<file path="src/rtl/fetch_stage_pkg.sv">
// Shared constants and state encoding for the instruction fetch stage.
package fetch_stage_pkg;

    localparam int unsigned BITS_DEFAULT  = 64;
    localparam int unsigned DEPTH_DEFAULT = 2;
    localparam int unsigned ILEN          = 32;
    localparam int unsigned INSTR_STEP    = 4;

    typedef enum logic [1:0] {
        ST_FETCH = 2'd0,
        ST_WAIT  = 2'd1,
        ST_DROP  = 2'd2
    } fetch_state_e;

endpackage

</file>
<file path="src/rtl/fetch_fifo.sv">
// Fetch buffer: DEPTH-entry FIFO of {pc, instr} with synchronous flush.
module fetch_fifo #(
    parameter int unsigned WIDTH = 96,
    parameter int unsigned DEPTH = 2
) (
    input  logic                             clk,
    input  logic                             rst_n,
    input  logic                             push_i,
    input  logic [WIDTH-1:0]                 push_data_i,
    input  logic                             pop_i,
    input  logic                             flush_i,
    output logic [WIDTH-1:0]                 head_o,
    output logic [$clog2(DEPTH+1)-1:0]       count_o
);

    localparam int unsigned CNT_W = $clog2(DEPTH + 1);
    localparam int unsigned PTR_W = (DEPTH > 1) ? $clog2(DEPTH) : 1;

    logic [WIDTH-1:0] mem_q [DEPTH];
    logic [PTR_W-1:0] wr_ptr_q;
    logic [PTR_W-1:0] rd_ptr_q;
    logic [CNT_W-1:0] count_q;
    logic             do_push;
    logic             do_pop;

    function automatic logic [PTR_W-1:0] ptr_inc(input logic [PTR_W-1:0] p);
        return (p == PTR_W'(DEPTH - 1)) ? '0 : p + PTR_W'(1);
    endfunction

    assign do_pop  = pop_i && (count_q != '0);
    // A push into a full buffer is only legal when the head leaves in the same cycle.
    assign do_push = push_i && ((count_q != CNT_W'(DEPTH)) || do_pop);

    always_ff @(posedge clk or negedge rst_n) begin
        if (!rst_n) begin
            for (int i = 0; i < int'(DEPTH); i++) begin
                mem_q[i] <= '0;
            end
            wr_ptr_q <= '0;
            rd_ptr_q <= '0;
            count_q  <= '0;
        end else if (flush_i) begin
            wr_ptr_q <= '0;
            rd_ptr_q <= '0;
            count_q  <= '0;
        end else begin
            if (do_push) begin
                mem_q[wr_ptr_q] <= push_data_i;
                wr_ptr_q        <= ptr_inc(wr_ptr_q);
            end
            if (do_pop) begin
                rd_ptr_q <= ptr_inc(rd_ptr_q);
            end
            if (do_push && !do_pop) begin
                count_q <= count_q + CNT_W'(1);
            end else if (do_pop && !do_push) begin
                count_q <= count_q - CNT_W'(1);
            end
        end
    end

    assign head_o  = mem_q[rd_ptr_q];
    assign count_o = count_q;

endmodule

</file>
<file path="src/rtl/fetch_stage.sv">
// Instruction fetch: PC sequencing, single-outstanding memory request FSM,
// redirect flush and a small decode-facing buffer.
module fetch_stage
    import fetch_stage_pkg::*;
#(
    parameter int unsigned BITS  = BITS_DEFAULT,
    parameter int unsigned DEPTH = DEPTH_DEFAULT
) (
    input  logic            clk,
    input  logic            rst_n,
    input  logic [BITS-1:0] pc_in,
    output logic            pc_load,
    output logic [BITS-1:0] pc_next,
    input  logic            redirect,
    input  logic [BITS-1:0] redirect_target,
    output logic            mem_req_valid,
    input  logic            mem_req_ready,
    output logic [BITS-1:0] mem_req_addr,
    input  logic            mem_rsp_valid,
    input  logic [31:0]     mem_rsp_data,
    output logic            id_valid,
    input  logic            id_ready,
    output logic [31:0]     id_instr,
    output logic [BITS-1:0] id_pc
);

    localparam int unsigned CNT_W = $clog2(DEPTH + 1);
    localparam int unsigned SUM_W = CNT_W + 1;
    localparam int unsigned ENT_W = BITS + ILEN;

    fetch_state_e    state_q;
    fetch_state_e    state_d;
    logic [BITS-1:0] inflight_pc_q;
    logic [BITS-1:0] inflight_pc_d;
    logic [CNT_W-1:0] count;
    logic [ENT_W-1:0] head;
    logic            outstanding_c;
    logic            req_hs_c;
    logic            push_c;
    logic            pop_c;

    assign outstanding_c = (state_q != ST_FETCH);
    assign mem_req_addr  = {pc_in[BITS-1:2], 2'b00};
    assign pop_c         = id_valid && id_ready;

    // Next state, request handshake and PC update selection.
    always_comb begin
        state_d       = state_q;
        inflight_pc_d = inflight_pc_q;
        mem_req_valid = 1'b0;
        req_hs_c      = 1'b0;
        push_c        = 1'b0;
        pc_load       = 1'b0;
        pc_next       = pc_in + BITS'(INSTR_STEP);

        case (state_q)
            ST_FETCH: begin
                mem_req_valid = rst_n && !redirect &&
                                ((SUM_W'(count) + SUM_W'(outstanding_c)) < SUM_W'(DEPTH));
                req_hs_c      = mem_req_valid && mem_req_ready;
                if (req_hs_c) begin
                    state_d       = ST_WAIT;
                    inflight_pc_d = pc_in;
                end
            end
            ST_WAIT: begin
                if (mem_rsp_valid) begin
                    state_d = ST_FETCH;
                    push_c  = !redirect;
                end else if (redirect) begin
                    state_d = ST_DROP;
                end
            end
            ST_DROP: begin
                if (mem_rsp_valid) begin
                    state_d = ST_FETCH;
                end
            end
            default: begin
                state_d = ST_FETCH;
            end
        endcase

        if (redirect) begin
            pc_load = rst_n;
            pc_next = redirect_target;
        end else if (req_hs_c) begin
            pc_load = 1'b1;
        end
    end

    always_ff @(posedge clk or negedge rst_n) begin
        if (!rst_n) begin
            state_q       <= ST_FETCH;
            inflight_pc_q <= '0;
        end else begin
            state_q       <= state_d;
            inflight_pc_q <= inflight_pc_d;
        end
    end

    fetch_fifo #(
        .WIDTH (ENT_W),
        .DEPTH (DEPTH)
    ) u_fifo (
        .clk         (clk),
        .rst_n       (rst_n),
        .push_i      (push_c),
        .push_data_i ({inflight_pc_q, mem_rsp_data}),
        .pop_i       (pop_c),
        .flush_i     (redirect),
        .head_o      (head),
        .count_o     (count)
    );

    assign id_valid = (count != '0);
    assign id_instr = head[ILEN-1:0];
    assign id_pc    = head[ENT_W-1:ILEN];

endmodule

</file>
<file path="config.mk">
export PLATFORM = sky130hd
export DESIGN_NAME = fetch_stage
export DESIGN_NICKNAME = d
export VERILOG_FILES = /design/src/rtl/fetch_stage_pkg.sv /design/src/rtl/fetch_fifo.sv /design/src/rtl/fetch_stage.sv
export SDC_FILE = /design/constraint.sdc
export NUM_CORES = 1
export LEC_CHECK = 0
export CORE_ASPECT_RATIO = 0.7
export CORE_UTILIZATION = 35
export CTS_BUF_LIST = sky130_fd_sc_hd__clkbuf_4 sky130_fd_sc_hd__clkbuf_8
export DETAILED_ROUTE_END_ITERATION = 6
export PLACE_DENSITY = 0.65
export SLEW_MARGIN = 20
export SYNTH_ARGS = -nofsm -noshare
export SYNTH_HDL_FRONTEND = slang
export SYNTH_SLANG_ARGS = --single-unit
export TNS_END_PERCENT = 30
</file>
<file path="constraint.sdc">
create_clock -name clk -period 2.3 [get_ports clk]
set_input_delay 0.345 -clock clk [delete_from_list [all_inputs] [get_ports clk]]
set_output_delay 0.345 -clock clk [all_outputs]
set_load 0.1 [all_outputs]
</file>
# == Word level (Yosys, flattened, before mapping) ==
# Index checks and enable logic that the tools add are counted.
# word_totals
register_bits,262
out_inout_bits,227
wordCells,75
# op_classes
add_sub_neg,6
order_cmp,4
eq_ne,6
muxes,27
n_bitwise,3
reduce_logical,22
# ops
op,n
2-to-1 mux 96 bit,4
bitwise mux 192 bit,1
demux 96 bit (select 1 bit),1
"adder 64 x 3 -> 64 bit, second input constant",1
2-to-1 mux 64 bit,1
2-to-1 mux 2 bit,7
2-to-1 mux 1 bit,12
logical AND 1 bit,9
nonzero test 2 bit,4
"!= test 2 bit, second input constant",3
case mux 2 bit (3 select lines),1
"greater-or-equal comparator 2 bit, second input constant",2
NOT 1 -> 2 bit,2
AND reduction 2 bit,2
adder 2 x 1 -> 3 bit,1
logical NOT 1 bit,3
"less-than comparator 3 x 2 -> 1 bit, second input constant",1
"!= test 3 bit, second input constant",1
AND reduction 3 bit,1
nonzero test 3 bit,1
"adder 1 bit, second input constant",2
"adder 2 x 1 -> 2 bit, second input constant",1
"== test 2 x 1 -> 1 bit, second input constant",1
"== test 2 bit, second input constant",1
5 further kinds,5

# == Longest topological paths before layout ==
# logic_depth
depth_word,10
ltp_mapped,8
ltp_nobuf,6

# == By module ==
# Synthesis repeated with hierarchy kept, for this count alone.
# unflattened
hier_cells,1115
hier_area_um2,13595.5
# by_module_without_submodules
mod,instances,cells_per_inst,area_per_inst_um2,seq_area_each_um2
fetch_fifo,1,537,8553.2,4904.7
fetch_stage,1,578,5042.3,1651.6

# == Least setup slack after synthesis ==
# Ideal clock, no wire load.
# synth_timing
kind,input port to output port
from,input pc_in[11]
to,output pc_next[36]
arrival_time_ns,3.553
required_ns,1.955
slack_ns,-1.598
path_stages,7
path_buffers,2
cell_sequence,nand3_1 nor3_4 buf_2 buf_2 nand4_1 xnor2_1 o21ai_0
# synth_via
elab_chain_cells,2
# synth_lines
item,line_no,text
"start, declared",fetch_stage.sv:11,"input logic [BITS-1:0] pc_in,"
adder 64 x 3 -> 64 bit,fetch_stage.sv:54,pc_next = pc_in + BITS'(INSTR_STEP);
2-to-1 mux 64 bit,fetch_stage.sv:84,if (redirect) begin
"end, declared",fetch_stage.sv:13,"output logic [BITS-1:0] pc_next,"
# No other way between the ends.

# == Final worst setup path ==
# layout_timing
from,input pc_in[8]
to,output pc_next[63]
# The elaborated chain is that of the path after synthesis.

==> results.sh <==
export IMPL_reg2reg_from="state_q[1]"
export IMPL_crit_fanout=7
export IMPL_drc=0
export IMPL_violations="setup timing"
export IMPL_cp_start_kind="input port"
export IMPL_skew_ns=0.0370
export IMPL_design_area_mm2=0.0238
export IMPL_synth_area_mm2=0.0136
export IMPL_reg2reg_depth=6
export IMPL_finalSetupTns_ns=-3.58
export IMPL_crit_required_ns=1.96
export IMPL_cts_made_buffers=46
export IMPL_powerDensity_mw_per_mm2=1010
export IMPL_dieArea_mm2=0.0396
export IMPL_final_core_util=0.631
export IMPL_crit_path_top_delay_cell="or4_4"
export IMPL_crit_path_frequent_cell="buf_12"
export IMPL_ys_flop_type="dfrtp_1"
export IMPL_synth_cell_types=53
export IMPL_mostFrequentLayoutCells="260 x dfrtp_1, 257 x mux2_2, 242 x buf_12"
export IMPL_r2r_slack_ns=0.31
export IMPL_worst_ep_arrival_time_ns=2.22
export IMPL_worst_pin_slew_ns=0.743
export IMPL_grt_ovfl_total=0
export IMPL_dr_pass1_iters=4
export IMPL_synth_simple_gate_area_frac=0.100
export IMPL_synth_xor_area_share=0.0277
export IMPL_vias=10931
export IMPL_timing_final_crit_share=1.11
export IMPL_synthArstFlopShare=1.00
export IMPL_vdd_ir_drop_max_uv=742
export IMPL_synth_seq_area_share=0.483
export IMPL_syn_instance_count=1124
export IMPL_period_minus_slack_ns=2.56
export IMPL_final_setup_worst_slack_ns=-0.261
export IMPL_maxCapViolCount=0
export IMPL_ys_warnings_count=0
export IMPL_drtIter0Drc=562
export IMPL_place_gp_congestion=0.901
export IMPL_root_buffer="clkbuf_8"
export IMPL_crit_path_end_kind="output pin"
export IMPL_worstSkewPairLatency_ns=0.60
export IMPL_port_buffers=390
export IMPL_fin_cells=2214
export IMPL_top_level_ports=393
export IMPL_antenna_found_initial=2
export IMPL_dp_slack_ns=-1.08
export IMPL_synth_edff_count=0
export IMPL_htreeDepth=2
export IMPL_min_delay_path_class="in -> reg"
export IMPL_status="complete, but fails checks"
export IMPL_synth_top_family_by_area="multiplexers"
export IMPL_nNetsFinal=1824
export IMPL_avgSynthCellArea_um2=12.1
export IMPL_rsz0062_at_grt="yes"
export IMPL_cts_tree="yes"
export IMPL_die_y_um=167
export IMPL_die_w_um=238
export IMPL_finalSetupViolations=40
export IMPL_slew_viol_final=0
export IMPL_min_to="inflight_pc_q[10]"
export IMPL_hold_start="pc_in[10]"
export IMPL_routed_wl_um=45300
export IMPL_grt_use_total=0.228
export IMPL_path_class="in -> out"
export IMPL_clk_path_buf_depth=3
export IMPL_dpl_hpwl_um=32700
export IMPL_viasPerCell=4.94
export IMPL_path_clk_slew_ns=0.07
export IMPL_worst_path_largest_cell_delay_ns=0.50
export IMPL_leakagePower_uw=0.0109
export IMPL_cts_sinks=262
export IMPL_num_rows=59
export IMPL_fmaxAchievable_mhz=390
export IMPL_drive_above_1_share=0.616
export IMPL_fillerInstances=2834
export IMPL_syn_to_final_growth_pct=75.3
export IMPL_core_area_mm2=0.0377
export IMPL_relSlewSlack=0.504
export IMPL_grt_max_degree=138
export IMPL_place_inst=2084
export IMPL_ys_ff_latch=262
export IMPL_grt_pass1_wl_um=69900
export IMPL_synth_mux_area_frac=0.292
export IMPL_holdPathStages=3
export IMPL_synth_fa_ha_area_frac=0.000921
export IMPL_final_common_cell="dfrtp_1"
export IMPL_wl_per_cell_um=20.5
export IMPL_worstReg2RegEnd="u_fifo.mem_q[148]"
export IMPL_cp_cell_sequence="buf_8 > nand4_1 > buf_4 > nor3_4 > buf_12 > nand4_4 > buf_6 > or4_4 > nand3_4 > buf_12"
export IMPL_dpl_cell_area_mm2=0.0215
export IMPL_hold_viol_final=0
export IMPL_synth_compound_area_share=0.0358
export IMPL_antenna_left=0
export IMPL_grt_pass1_vias=11735
export IMPL_initial_utilization=0.360
-- cells in the mapped netlist, types with 9 or more instances --
cell type    n  area share
inv_1       11      0.0030
mux2_1      14       0.012
mux2_2     336        0.28
nor2_1      19      0.0052
buf_2       22      0.0081
and3_1      14      0.0064
dfrtp_1    262        0.48
or3_1        9      0.0041
o21ai_1     10      0.0037
xnor2_1     20       0.013
nand3_1     29       0.011
clkbuf_1    30      0.0083
nand4_1     24       0.011
o21ai_0     49       0.018
buf_4       66       0.036
xor2_1      23       0.015
nor2b_1      9      0.0041
nand2_1     85       0.023
nor3_1      15      0.0055
-- final cells by class --
cell class	instances	area [um2]	area share
Tap cell	518	648	0.0272
Timing Repair Buffer	609	8120	0.341
Sequential cell	262	6560	0.275
Multi-Input combinational cell	726	7380	0.310
Clock buffer	73	955	0.0401
Clock inverter	12	111	0.00467
Antenna cell	2	5.00	0.000210
Inverter	12	45.0	0.00189
-- report_power, final --
part / switching (uW) / internal, uW
Combinational: 7970 / 5050
Clock: 2030 / 2770
Sequential: 543 / 5580
-- critical path, delay by kind of cell --
| family | cells | cell delay [ns] |
|---|---|---|
| AND/OR/NAND/NOR | 5 | 1.10 |
| buffers and inverters | 5 | 0.76 |
-- state kept, by name, summed over array words and instances (netlist names) --
signal           count
u_fifo.mem_q       192
u_fifo.wr_ptr_q      1
inflight_pc_q       64
u_fifo.count_o       2
u_fifo.rd_ptr_q      1
state_q              2
-- logic make-up (layout without fill, tap and decap cells) --
kind of cell    count (synthesis)  after routing
mux                           353            353
xor+xnor                       43             43
buf+inv                       137            706
other cells                     1              4
compound gates                 85             85
fa+ha+maj                       1              1
simple gates                  242            242
flops                         262            262
-- metal layers --
metal	track usage	vias to the layer above	wire length [um]
li1	-	5049	-
met1	0.301	5482	20000
met2	0.362	329	21200
met3	0.0612	71	2770
met4	0.0766	0	1330
met5	0	-	0
-- per-stage QoR --
stage	hold WS, ns	power (uW)
global placement	0.463	18700
CTS	0.0908	24100
finish	0.131	23900
detailed placement	0.476	18900
global route	0.106	24800
floorplan	0.0494	13900
-- worst max path at each step --
stage,startpoint,to,slack (ns),cells after the start
6_report,pc_in[8],pc_next[63],-0.26,10
5_1_grt,pc_in[37],pc_next[58],-0.32,10
4_1_cts,pc_in[47],pc_next[55],-0.30,9
3_5_place_dp,pc_in[3],pc_next[48],-1.08,9
3_3_place_gp,pc_in[3],pc_next[48],-1.06,9
2_1_floorplan,pc_in[53],pc_next[62],-0.87,5
-- repair_timing --
item | 4_1_cts | 5_1_grt
gates resized for setup | 423 | 47
hold buffers | 1 | 0
pin swaps | 70 | 31
hold endpoints to repair | 262 | 0
buffers inserted | 30 | 12
endpoints found under the setup margin | 142 | 136
cloned | 0 | 2
Note: power is estimated with default switching activity, not from simulation.
